==> config.mk <==
export PLATFORM = sky130hd
export DESIGN_NAME = alu_rr_arbiter
export DESIGN_NICKNAME = d
export VERILOG_FILES = /design/src/rtl/alu_rr_arbiter.sv
export SDC_FILE = /design/constraint.sdc
export NUM_CORES = 1
export LEC_CHECK = 0
export ABC_CLOCK_PERIOD_IN_PS = 4600
export CAP_MARGIN = 20
export CORE_AREA = 5 5 73 55
export CTS_CLUSTER_DIAMETER = 30
export DETAILED_ROUTE_END_ITERATION = 8
export DIE_AREA = 0 0 78 60
export PLACE_DENSITY_LB_ADDON = 0.2
export SYNTH_ARGS = -nofsm -noshare
export SYNTH_HDL_FRONTEND = slang
export SYNTH_SLANG_ARGS = --single-unit
==> constraint.sdc <==
create_clock -name clk -period 4.6 [get_ports clk]
set_clock_uncertainty 0.05 [all_clocks]
set_input_delay 0.46 -clock clk [delete_from_list [all_inputs] [get_ports clk]]
set_output_delay 0.46 -clock clk [all_outputs]
set_load 0.01 [all_outputs]
==> src/rtl/alu_rr_arbiter.sv <==
// alu_rr_arbiter: shares one external combinational 4-bit ALU among NUM_REQ
// requesters using round-robin arbitration. Requests use a valid/ready
// handshake. Operands are registered towards the ALU. The ALU result and
// carry are captured and returned with the owner's index over a valid/ready
// response channel.
//
// Optional feature, enabled by defining ALU_RR_ARBITER_STATS_EN:
//   adds stats_clr (input) and op_count[7:0] (output).
//   op_count is a saturating count of response handshakes, and stats_clr
//   clears it synchronously.
module alu_rr_arbiter #(
  parameter int NUM_REQ = 4,
  parameter int ID_W    = 2
) (
  input  logic                 clk,
  input  logic                 rst,
  input  logic [NUM_REQ-1:0]   req_valid,
  input  logic [4*NUM_REQ-1:0] req_a,
  input  logic [4*NUM_REQ-1:0] req_b,
  input  logic [2*NUM_REQ-1:0] req_op,
  output logic [NUM_REQ-1:0]   req_ready,
  output logic [3:0]           alu_a,
  output logic [3:0]           alu_b,
  output logic [1:0]           alu_sel,
  input  logic [3:0]           alu_result,
  input  logic                 alu_carry,
  output logic                 rsp_valid,
  input  logic                 rsp_ready,
  output logic [3:0]           rsp_result,
  output logic                 rsp_carry,
  output logic [ID_W-1:0]      rsp_id
`ifdef ALU_RR_ARBITER_STATS_EN
  ,
  input  logic                 stats_clr,
  output logic [7:0]           op_count
`endif
);

  typedef enum logic [1:0] {
    ST_IDLE,
    ST_EXEC,
    ST_RESP
  } state_e;

  state_e          state_q, state_d;
  logic [ID_W-1:0] last_q, last_d;
  logic [3:0]      alu_a_q, alu_a_d;
  logic [3:0]      alu_b_q, alu_b_d;
  logic [1:0]      alu_sel_q, alu_sel_d;
  logic            rsp_valid_q, rsp_valid_d;
  logic [3:0]      rsp_result_q, rsp_result_d;
  logic            rsp_carry_q, rsp_carry_d;
  logic [ID_W-1:0] rsp_id_q, rsp_id_d;

  // Arbitration results and the winner's operands.
  logic            grant_found;
  logic [ID_W-1:0] grant_idx;
  logic [ID_W-1:0] cand_idx;
  logic [3:0]      win_a;
  logic [3:0]      win_b;
  logic [1:0]      win_op;

  // Round-robin search: the first valid requester at or after last+1, wrapping modulo NUM_REQ.
  always_comb begin
    grant_found = 1'b0;
    grant_idx   = '0;
    cand_idx    = '0;
    for (int k = 1; k <= NUM_REQ; k++) begin
      cand_idx = ID_W'((int'(last_q) + k) % NUM_REQ);
      if (!grant_found && req_valid[cand_idx]) begin
        grant_found = 1'b1;
        grant_idx   = cand_idx;
      end
    end
  end

  // Operand mux: select the winning requester's slice of the packed buses.
  always_comb begin
    win_a  = '0;
    win_b  = '0;
    win_op = '0;
    for (int i = 0; i < NUM_REQ; i++) begin
      if (grant_idx == ID_W'(i)) begin
        win_a  = req_a[4*i +: 4];
        win_b  = req_b[4*i +: 4];
        win_op = req_op[2*i +: 2];
      end
    end
  end

  // Accept pulse: one-hot on the winner, only in IDLE and never while reset is asserted.
  always_comb begin
    req_ready = '0;
    for (int i = 0; i < NUM_REQ; i++) begin
      req_ready[i] = !rst && (state_q == ST_IDLE) && grant_found &&
                     (grant_idx == ID_W'(i));
    end
  end

  // Next-state and datapath updates for IDLE -> EXEC -> RESP -> IDLE.
  always_comb begin
    state_d      = state_q;
    last_d       = last_q;
    alu_a_d      = alu_a_q;
    alu_b_d      = alu_b_q;
    alu_sel_d    = alu_sel_q;
    rsp_valid_d  = rsp_valid_q;
    rsp_result_d = rsp_result_q;
    rsp_carry_d  = rsp_carry_q;
    rsp_id_d     = rsp_id_q;
    case (state_q)
      ST_IDLE: begin
        if (grant_found) begin
          alu_a_d   = win_a;
          alu_b_d   = win_b;
          alu_sel_d = win_op;
          rsp_id_d  = grant_idx;
          last_d    = grant_idx;
          state_d   = ST_EXEC;
        end
      end
      ST_EXEC: begin
        // ALU inputs have been stable for a full cycle, so its outputs are settled.
        rsp_result_d = alu_result;
        rsp_carry_d  = alu_carry;
        rsp_valid_d  = 1'b1;
        state_d      = ST_RESP;
      end
      ST_RESP: begin
        if (rsp_valid_q && rsp_ready) begin
          rsp_valid_d = 1'b0;
          state_d     = ST_IDLE;
        end
      end
      default: begin
        state_d = ST_IDLE;
      end
    endcase
  end

  // State and datapath registers with asynchronous reset.
  always_ff @(posedge clk or posedge rst) begin
    if (rst) begin
      state_q      <= ST_IDLE;
      last_q       <= ID_W'(NUM_REQ - 1);
      alu_a_q      <= '0;
      alu_b_q      <= '0;
      alu_sel_q    <= '0;
      rsp_valid_q  <= 1'b0;
      rsp_result_q <= '0;
      rsp_carry_q  <= 1'b0;
      rsp_id_q     <= '0;
    end else begin
      state_q      <= state_d;
      last_q       <= last_d;
      alu_a_q      <= alu_a_d;
      alu_b_q      <= alu_b_d;
      alu_sel_q    <= alu_sel_d;
      rsp_valid_q  <= rsp_valid_d;
      rsp_result_q <= rsp_result_d;
      rsp_carry_q  <= rsp_carry_d;
      rsp_id_q     <= rsp_id_d;
    end
  end

  assign alu_a      = alu_a_q;
  assign alu_b      = alu_b_q;
  assign alu_sel    = alu_sel_q;
  assign rsp_valid  = rsp_valid_q;
  assign rsp_result = rsp_result_q;
  assign rsp_carry  = rsp_carry_q;
  assign rsp_id     = rsp_id_q;

`ifdef ALU_RR_ARBITER_STATS_EN
  logic [7:0] op_count_q, op_count_d;

  // Handshake counter: a clear wins over an increment, and the count saturates at 8'hFF.
  always_comb begin
    op_count_d = op_count_q;
    if (stats_clr) begin
      op_count_d = '0;
    end else if ((state_q == ST_RESP) && rsp_valid_q && rsp_ready &&
                 (op_count_q != 8'hFF)) begin
      op_count_d = op_count_q + 8'd1;
    end
  end

  // Counter register.
  always_ff @(posedge clk or posedge rst) begin
    if (rst) begin
      op_count_q <= '0;
    end else begin
      op_count_q <= op_count_d;
    end
  end

  assign op_count = op_count_q;
`endif

endmodule
* Word-level counts from Yosys, hierarchy flattened
Index checks and enable logic that the tools add are counted.
** Operators by class
- Add/subtract/negate cells :: 4
- Magnitude comparators :: 4
- Equal/unequal tests :: 7
- Mux-type cells :: 33
- Reduce and logical (&&, ||, !) cells :: 20
** Operator list (number)
- $mux 4 :: 8
- $mux 2 :: 10
- $lt 2x3->1 const B :: 4
- $logic_and 1x1->1 :: 10
- $mux 1 :: 9
- $bmux 1 s2 :: 4
- $eq 2x2->1 const B :: 3
- $pmux 2 s3 :: 1
- $reduce_and 2->1 :: 3
- $add 2x1->2 const B :: 2
- $add 2x2->2 const B :: 2
- $eq 2x1->1 const B :: 2
- $logic_not 1->1 :: 4
- $logic_not 2->1 :: 2
- $ne 2x2->1 const B :: 2
- $pmux 1 s2 :: 1
- $reduce_bool 2->1 :: 1
** Storage, ports and cells
- Flip-flop bits (word level) :: 22
- Logic and storage cells :: 77

* Logic depth before layout (Yosys ltp)
- Word-level depth :: 18
- Depth in mapped cells :: 6

* Least setup slack after synthesis
No wires, ideal clock.
- Kind :: flip-flop to output port
- Start point :: reg last_q[1]
- End point :: out req_ready[1]
- Data arrival time :: 1637 ps
- Required time :: 4090 ps
- Slack :: 2453 ps
- Stages on the path, launching flop included :: 6
- Path buffers :: 1
- Cell sequence :: dfstp_2 a21oi_1 a31oi_1 a21oi_4 buf_6 nor4b_1
** Between the ends
- Word-level cells in the longest chain between the ends :: 15
** RTL lines
- start, declared :: line 46 : logic [ID_W-1:0] last_q, last_d;
- start signal, assigned :: line 145 : last_q <= ID_W'(NUM_REQ - 1);
- start signal, assigned :: line 155 : last_q <= last_d;
- $add 2x1->2 :: line 69 : cand_idx = ID_W'((int'(last_q) + k) % NUM_REQ);
- $bmux 1 s2 :: line 70 : if (!grant_found && req_valid[cand_idx]) begin
- $mux 1 (implied by the code) :: line 70
- $mux 1 :: line 70
- $logic_not 1->1 :: line 70
- $logic_and 1x1->1 :: line 70
- $mux 1 :: line 70
- $logic_not 1->1 :: line 70
- $logic_and 1x1->1 :: line 70
- $mux 1 :: line 70
- $logic_not 1->1 :: line 70
- $logic_and 1x1->1 :: line 70
- $mux 2 / $mux 1 (equally long branches) :: line 70
- $eq 2x1->1 / $logic_and 1x1->1 (equally long branches) :: line 96, 95
- $logic_and 1x1->1 (*) :: line 95 : req_ready[i] = !rst && (state_q == ST_IDLE) && grant_found &&
- end, declared :: line 21 : output logic [NUM_REQ-1:0] req_ready,
Every way passes the cells marked *; elsewhere a longest branch is shown, timed or not. The select of a mux whose other input is x is not followed.

* Final worst setup path
- Start point :: in req_valid[0]
- End point :: out req_ready[2]
** Between the ends
- Word-level cells in the longest chain between the ends :: 14
** RTL lines
- start, declared :: line 17 : input logic [NUM_REQ-1:0] req_valid,
- $bmux 1 s2 :: line 70
- $mux 1 (implied by the code) :: line 70
- $mux 1 :: line 70
- $logic_not 1->1 :: line 70
- $logic_and 1x1->1 :: line 70
- $mux 1 :: line 70
- $logic_not 1->1 :: line 70
- $logic_and 1x1->1 :: line 70
- $mux 1 :: line 70
- $logic_not 1->1 :: line 70
- $logic_and 1x1->1 :: line 70
- $mux 2 / $mux 1 (equally long branches) :: line 70
- $eq 2x2->1 / $logic_and 1x1->1 (equally long branches) :: line 96, 95
- $logic_and 1x1->1 (*) :: line 95
Marks and branches as above.

==> results.cfg <==
[critical_path]
reg2reg_to = alu_b[0]
cp_data_required_time_ns = 4.09
critPathArrivalTime_ns = 2.93
worstPathMaxFanout = 25
rr_worst_depth = 4
crit_path_start_kind = input pin
path_class = input pin to output pin
reg2reg_slack_ns = 2.45
endpoint_kind = output pin
r2r-start = last_q[1]

[die]
dieHeight_um = 60
core_area_um2 = 3310
pin_count = 74
rows = 18
die-area_um2 = 4680
die_w_um = 78
start_util_pct = 38.7

[clock_tree]
cts_buffers = 3
clk_latency_ns = 0.25
cts_tree = built
clk_pin_slew_ns = 0.08
ctsRootBufferMaster = clkbuf_8
cts_resized = 0
cts.sinks = 22
htree_num_levels = 1
post_cts_buffers = 0
clock_path_buffers = 2
postCtsHoldBufs = 0

[power]
p_leak_nw = 0.872
cellInternalPower_w = 0.000746
seqPwrFrac_pct = 30.7
power_density_nw_per_um2 = 571
clock_power_share_pct = 11.5
combPwrFrac_pct = 57.8
switching_share_pct = 37.0
power_switching_w = 0.000439
vdd_ir_drop_max_v = 0.000227

[drt]
dr_total_vias = 1116
drt.antenna.violating_nets = 0
wire_per_inst_um = 15.3
wirelength_mm = 3.39
drc = 0
drt_iter0_drc = 28
dr.pass1.iters = 4
viasPerCell = 5.05

[logic_synthesis]
syn_inst = 109
synth_edf_count = 0
synth_fp_nets = 161
ys_warn_count = 0
seq_area_frac_synth_pct = 43.2
async_reset_ff_share_pct = 100
synth_ff_type = dfrtp_1
ys_ff_latch = 22
syn_area_per_cell_um2 = 11.8
synth_area_um2 = 1280
ys_types = 29

[placed_design]
place_congestion = 0.740
portBuffers = 73
place_area_um2 = 2020
dpl.hpwl_mm = 2.70

[cells_and_area]
diodes = 0
drive_gt1_share_pct = 15.5
finalNetCount = 234
syn2layout_area_growth_pct = 61.9
post-route-util_pct = 62.7
final_area_um2 = 2070

[global_routing]
use_met3_pct = 4.67
use_met2_pct = 25.9
grt_pass1_vias = 1178
grt.total_usage_pct = 14.4
grt_pass1_wl_mm = 5.33
antenna_found_initial = 0
grtUsageMet1_pct = 16.6
grt_max_degree = 26
gr-total-overflow = 0
busiest_layer = met2

[timing]
finalCritPeriodShare_pct = 74.7
rsz0062_at_grt = no
worst_pin_slew_ns = 0.894
hold_violations = 0
final_max_slew_viol_count = 0
setup-violations-final = 0
fin_crit_ns = 3.44
max_clock_freq_mhz = 291
max_slew_margin_pct = 40.3
tns_ns = 0

[hold_path]
hold_start = rsp_id[1]
hold_path_class = register to register
hold_depth = 1
min_to = rsp_id[1]

[outcome]
status = completed

[run]
max_cap_violations = 0
## cell usage after synthesis, types with 2 or more instances
master | n | area, um^2
nor2b_1 | 2 | 12.5
a221oi_2 | 10 | 150
mux2_2 | 5 | 56.3
dfstp_2 | 2 | 52.6
mux2i_1 | 21 | 210
nand2b_1 | 2 | 12.5
buf_2 | 3 | 15.0
and2_1 | 2 | 12.5
nand2_1 | 2 | 7.51
nor2_2 | 2 | 12.5
nor4b_1 | 2 | 17.5
a21oi_1 | 4 | 20.0
inv_1 | 3 | 11.3
dfrtp_1 | 20 | 500
nor2_1 | 13 | 48.8
a21o_1 | 3 | 22.5
## worst max path at each step
stage,start,endpoint,cells past startpoint
final,req_valid[0],req_ready[2],6
after global placement,req_valid[0],req_ready[2],6
after CTS,req_valid[0],req_ready[2],6
after global routing,req_valid[0],req_ready[2],6
after floorplan,last_q[1],req_ready[1],5
after detailed placement,req_valid[0],req_ready[2],6
## state kept, by name, indices dropped and copies added, names as in the netlist
| register | cells |
|---|---|
| rsp_carry | 1 |
| rsp_id | 2 |
| alu_sel | 2 |
| rsp_result | 4 |
| last_q | 2 |
| alu_a | 4 |
| state_q | 2 |
| alu_b | 4 |
| rsp_valid | 1 |
## cells by family (layout without fill, tap and decap cells)
group / Yosys count / after routing / synth area share [%]
multiplexers: 26 / 26 / 20.8
AND/OR/NAND/NOR: 28 / 28 / 11.5
flip-flops: 22 / 22 / 43.2
AO/OA/AOI/OAI: 23 / 23 / 19.4
buffers and inverters: 10 / 82 / 5.08
## area by class of cell
class / count / area (um^2)
fill: 250 / 1240
timing repair buffer: 74 / 738
multi-input combinational: 77 / 663
sequential: 22 / 553
clock buffer: 4 / 55.1
tap: 40 / 50.0
inverter: 4 / 15.0
## per-stage QoR
stage | std cells | setup WS (ns) | total power (W) | hold WS, ns
6_report | 221 | 1.16 | 0.00118 | 0.436
5_1_grt | 221 | 0.985 | 0.00127 | 0.467
4_1_cts | 221 | 1.11 | 0.00121 | 0.447
3_5_place_dp | 217 | 1.12 | 0.00106 | 0.428
3_3_place_gp | 217 | 1.32 | 0.00105 | 0.419
2_1_floorplan | 109 | 2.45 | 0.000799 | 0.403
## worst max-delay path, cell delays in order
cell and delay [ns]:
clkdlybuf4s50_1 0.48, a21oi_1 0.17, a31oi_1 0.08, a21oi_4 0.73
nor4b_1 0.39, clkdlybuf4s50_1 0.61
## power groups by stage
stage	clock network (W)	registers (W)	logic, W
3_3_place_gp	0	0.000364	0.000682
6_report	0.000136	0.000364	0.000685
4_1_cts	0.000142	0.000366	0.000698
3_5_place_dp	0	0.000369	0.000695
5_1_grt	0.000151	0.000378	0.000737
2_1_floorplan	0	0.000397	0.000403
## cell usage in the layout (no fill, tap or decap), types with 3 or more instances in the layout
master           count
mux2i_1             21
inv_1                3
mux2_2               5
clkdlybuf4s50_1     73
a21o_1               3
a21oi_1              4
clkbuf_8             4
dfrtp_1             20
nor2_1              13
a221oi_2            10
## routing by layer
metal / routed length [um] / vias to the layer above
li1: - / 547
met1: 1380 / 532
met2: 1720 / 35
met3: 277 / 2
met4: 16 / 0
met5: 0 / -
Note: power is estimated with default switching activity, not from simulation.
==> edit 1, RTL diff (same settings) <==
The parameter `NUM_REQ` goes from 4 to 5. Comments in the files are not updated.
--- a/src/rtl/alu_rr_arbiter.sv
+++ b/src/rtl/alu_rr_arbiter.sv
@@ -9,7 +9,7 @@
 //   op_count is a saturating count of response handshakes, and stats_clr
 //   clears it synchronously.
 module alu_rr_arbiter #(
-  parameter int NUM_REQ = 4,
+  parameter int NUM_REQ = 5,
   parameter int ID_W    = 2
 ) (
   input  logic                 clk,
Interface: changed (5 resized); port bits go from 74 to 86. No check against the original RTL was run, so the function may have changed too.
==> edit 1 against the unedited design <==
Total power rose by 58%; critical endpoint is now req_ready[3]; sequential share of layout area fell by 6.0 points; design area rose by 17%; sequential cell count fell by 2; routed wire length rose by 37%; largest power group unchanged; via count rose by 42%; die area did not move; area after synthesis rose by 25%; worst setup slack got worse by 0.90 ns; critical path type is now register to output pin; worst hold slack improved by 0.024 ns; register-to-register slack got worse by 1.6 ns.
==> edit 1: results (changes against the unedited design) <==
run status finished, final reports clean (unchanged); first-pass GRT wire length 7220 um (was 5330 um); total routing resource utilization after global routing 19.4% (was 14.4%); P_leak 1.01 nW (was 0.872 nW); met3 Track Usage GR 7.38% (was 4.67%); fill cell instance count of the final layout 229 (was 250); mux cell area share after synthesis 25.1% (was 20.8%); share of flip-flops with an asynchronous set or reset after synthesis 100% (unchanged); area fraction in compound gates after synthesis 21.8% (was 19.4%); cells taking the most area after synthesis sky130_fd_sc_hd__dfrtp_1, sky130_fd_sc_hd__mux2_2, sky130_fd_sc_hd__mux2i_1, sky130_fd_sc_hd__mux4_2, sky130_fd_sc_hd__a22oi_1 (was sky130_fd_sc_hd__dfrtp_1, sky130_fd_sc_hd__mux2i_1, sky130_fd_sc_hd__a221oi_2, sky130_fd_sc_hd__mux2_2, sky130_fd_sc_hd__dfstp_2); hpwl dp 3680 um (was 2700 um); met1 track demand over resource 21.3% (was 16.6%); uppermost layer routed met4 (unchanged); arrival time of the worst setup path 3.83 ns (was 2.93 ns); total length of routed met2 wires 2370 um (was 1720 um); Nets 302 (was 234); level count of the clock H-tree 1 (unchanged); Peak VDD IR 0.444 mV (was 0.227 mV); last weighted congestion value of the routability-driven placer 0.908 (was 0.740); count of TritonRoute iterations in the first routing pass 4 (unchanged); n_diodes 0 (unchanged); critical path's largest stage delay 0.56 ns (was 0.73 ns); post-synthesis share of cell area spent on xor and xnor gates 0.548% (was 0%); Commonest cells post-synth sky130_fd_sc_hd__dfrtp_1, sky130_fd_sc_hd__mux2_2, sky130_fd_sc_hd__mux2i_1, sky130_fd_sc_hd__nand2_1 (was sky130_fd_sc_hd__mux2i_1, sky130_fd_sc_hd__dfrtp_1, sky130_fd_sc_hd__nor2_1); standard cell with the maximum stage delay on the critical path sky130_fd_sc_hd__dfrtp_1 (was sky130_fd_sc_hd__a21oi_4); net count after synthesis 228 (was 161); Port Buffer Count 74 (was 73); met2 usage in global routing 35.2% (was 25.9%); count of cell types in the netlist 43 (was 29); maximum number of pins on one net before global-route repair 22 (was 26); average detailed-routed wire length per instance 17.1 um (was 15.3 um); area share of fa/ha/maj cells after synthesis 4.69% (was 0%); CP Max Fanout 21 (was 25); number of design-rule violations left by the first detailed-router iteration 157 (was 28); total via count in the routed design 1584 (was 1116); met1 routed wirelength after detailed routing 1770 um (was 1380 um); share of the yosys chip area belonging to registers 31.3% (was 43.2%); Least-Margin Pin Slew 0.767 ns (was 0.894 ns); proportion of layout cells with a drive suffix above 1 11.6% (was 15.5%); min-delay worst type register to register (unchanged); met3 layer wire length in the routed design 450 um (was 277 um)
[edit 1: changes by cell type in the layout (fill, tap and decap cells not counted), sizes merged, moves of 7 or more]
cell,before,now
o21ai,1,18
mux2,5,17
a221oi,10,0
a22oi,0,10
nand2,2,12
mux2i,21,12
nor2,15,8
[edit 1: worst paths after layout]
path	from	end	slack (ns)	cells after the start
max	last_q[0]	req_ready[3]	0.26	10
max in group asynchronous	rst	rsp_result[2]	3.41	2
min reg2reg	rsp_result[3]	rsp_result[3]	0.46	1
min in group asynchronous	rst	alu_sel[0]	0.62	2
min	rsp_result[3]	rsp_result[3]	0.46	1
max reg2reg	last_q[0]	alu_b[0]	0.82	11
[edit 1: cell type report]
type                            count  share of cell area [%]
Multi-Input combinational cell    125                    42.1
Timing Repair Buffer               76                    31.2
Sequential cell                    20                    20.7
Tap cell                           40                    2.07
Clock buffer                        3                    1.70
Clock inverter                      1                    1.24
Inverter                            7                    1.08
[edit 1: repair_timing]
| item | CTS | global route |
|---|---|---|
| endpoints found under the setup margin | 0 | 2 |
| resized for setup | 0 | 1 |
| hold buffers | 0 | 0 |
[edit 1: stage by stage]
step | hold WS, ns | instance area (sq um) | util (%) | std cells | setup slack, ns
after detailed placement | 0.446 | 2350 | 71.0 | 268 | 0.489
after global routing | 0.483 | 2420 | 73.2 | 272 | 0.110
after CTS | 0.463 | 2420 | 73.1 | 272 | 0.188
final | 0.459 | 2420 | 73.2 | 272 | 0.261
after global placement | 0.441 | 2350 | 71.0 | 268 | 0.617
after floorplan | 0.374 | 1600 | - | 159 | 0.978
[edit 1: where the power goes]
part           switching (W)  internal, W  leakage (nW)
Combinational       0.000681     0.000681         0.732
Clock              0.0000598     0.000116        0.0357
Sequential         0.0000655     0.000271         0.243
==> edit 2, RTL diff (same flow settings) <==
Without the edit above. Re-encode `state_e` (3 states) as one-hot, 3 bits wide.
--- a/src/rtl/alu_rr_arbiter.sv
+++ b/src/rtl/alu_rr_arbiter.sv
@@ -36,10 +36,10 @@
 `endif
 );
 
-  typedef enum logic [1:0] {
-    ST_IDLE,
-    ST_EXEC,
-    ST_RESP
+  typedef enum logic [2:0] {
+    ST_IDLE = 3'b001,
+    ST_EXEC = 3'b010,
+    ST_RESP = 3'b100
   } state_e;
 
   state_e          state_q, state_d;
Formal check against the unedited RTL: no difference found for any inputs over 4 cycles, from zero or initial values and one cycle with rst high; so few cycles prove little.
==> edit 2 against the unedited design <==
Design area rose by 9.7%; synthesized cell count rose by 34%; area after synthesis rose by 17%; sequential cell count rose by 1; worst setup slack got worse by 0.22 ns; cell count rose by 15%; routed wire length rose by 24%; total power rose by 6.9%; critical path type unchanged; critical endpoint unchanged.
==> edit 2: results (changes against the unedited design) <==
cell depth of the worst hold path 2 (was 1); number of design-rule violations left by the first detailed-router iteration 85 (was 28); Non-clock buffers, area share 32.8% (was 35.6%); worst hold slack across all endpoints 0.433 ns (was 0.436 ns); met3 Track Usage GR 3.61% (was 4.67%); FF-to-FF Start last_q[0] (was last_q[1]); number of global-route vias before repair 1453 (was 1178); Register-to-Register Setup Slack 2.30 ns (was 2.45 ns); arrival time of the worst setup path 3.14 ns (was 2.93 ns); first-pass GRT wire length 6880 um (was 5330 um); cells taking the most area after synthesis sky130_fd_sc_hd__dfrtp_1, sky130_fd_sc_hd__mux2i_1, sky130_fd_sc_hd__o211ai_2, sky130_fd_sc_hd__a21bo_1, sky130_fd_sc_hd__dfstp_2 (was sky130_fd_sc_hd__dfrtp_1, sky130_fd_sc_hd__mux2i_1, sky130_fd_sc_hd__a221oi_2, sky130_fd_sc_hd__mux2_2, sky130_fd_sc_hd__dfstp_2); proportion of layout cells with a drive suffix above 1 15.0% (was 15.5%); total via count in the routed design 1390 (was 1116); number of clock sinks seen by CTS 23 (was 22); run status finished, final reports clean (unchanged); fill cell instance count of the final layout 240 (was 250); maximum number of pins on one net before global-route repair 24 (was 26); dpl cells 250 (was 217); Syn Inst Count 146 (was 109); met1 track demand over resource 24.0% (was 16.6%); storage element area 579 sq um (was 553 sq um); Commonest cells post-synth sky130_fd_sc_hd__dfrtp_1, sky130_fd_sc_hd__nand2_1, sky130_fd_sc_hd__mux2i_1, sky130_fd_sc_hd__nand4_1, sky130_fd_sc_hd__o31ai_1 (was sky130_fd_sc_hd__mux2i_1, sky130_fd_sc_hd__dfrtp_1, sky130_fd_sc_hd__nor2_1); Least-Margin Pin Slew 0.843 ns (was 0.894 ns); launching instance or port of the critical path req_valid[1] (was req_valid[0]); fmax 274 MHz (was 291 MHz); pre-CTS setup slack 1.01 ns (was 1.12 ns); combined area of all synthesized cells 1490 sq um (was 1280 sq um); count of cell types in the netlist 34 (was 29)
-- edit 2: cell count changes in the layout (fill, tap and decap cells not counted), moves of 5 or more --
| cell | change |
|---|---|
| sky130_fd_sc_hd__o31ai_1 | +10 |
| sky130_fd_sc_hd__nor2_1 | -5 |
| sky130_fd_sc_hd__a21bo_1 | +9 |
| sky130_fd_sc_hd__nand4_1 | +10 |
| sky130_fd_sc_hd__a221oi_2 | -10 |
| sky130_fd_sc_hd__nand2_1 | +14 |
| sky130_fd_sc_hd__mux2i_1 | -11 |
| sky130_fd_sc_hd__o211ai_2 | +8 |
-- edit 2: power by group --
part	switching, W	total (W)	internal (W)
Sequential	0.0000731	0.000389	0.000316
Clock	0.0000630	0.000123	0.0000604
Combinational	0.000366	0.000754	0.000388
Total	0.000502	0.00127	0.000764
-- edit 2: routing by layer --
metal,routed length [um],up-vias
met4,40,0
met3,314,5
met5,0,-
li1,-,679
met1,1820,649
met2,2040,57
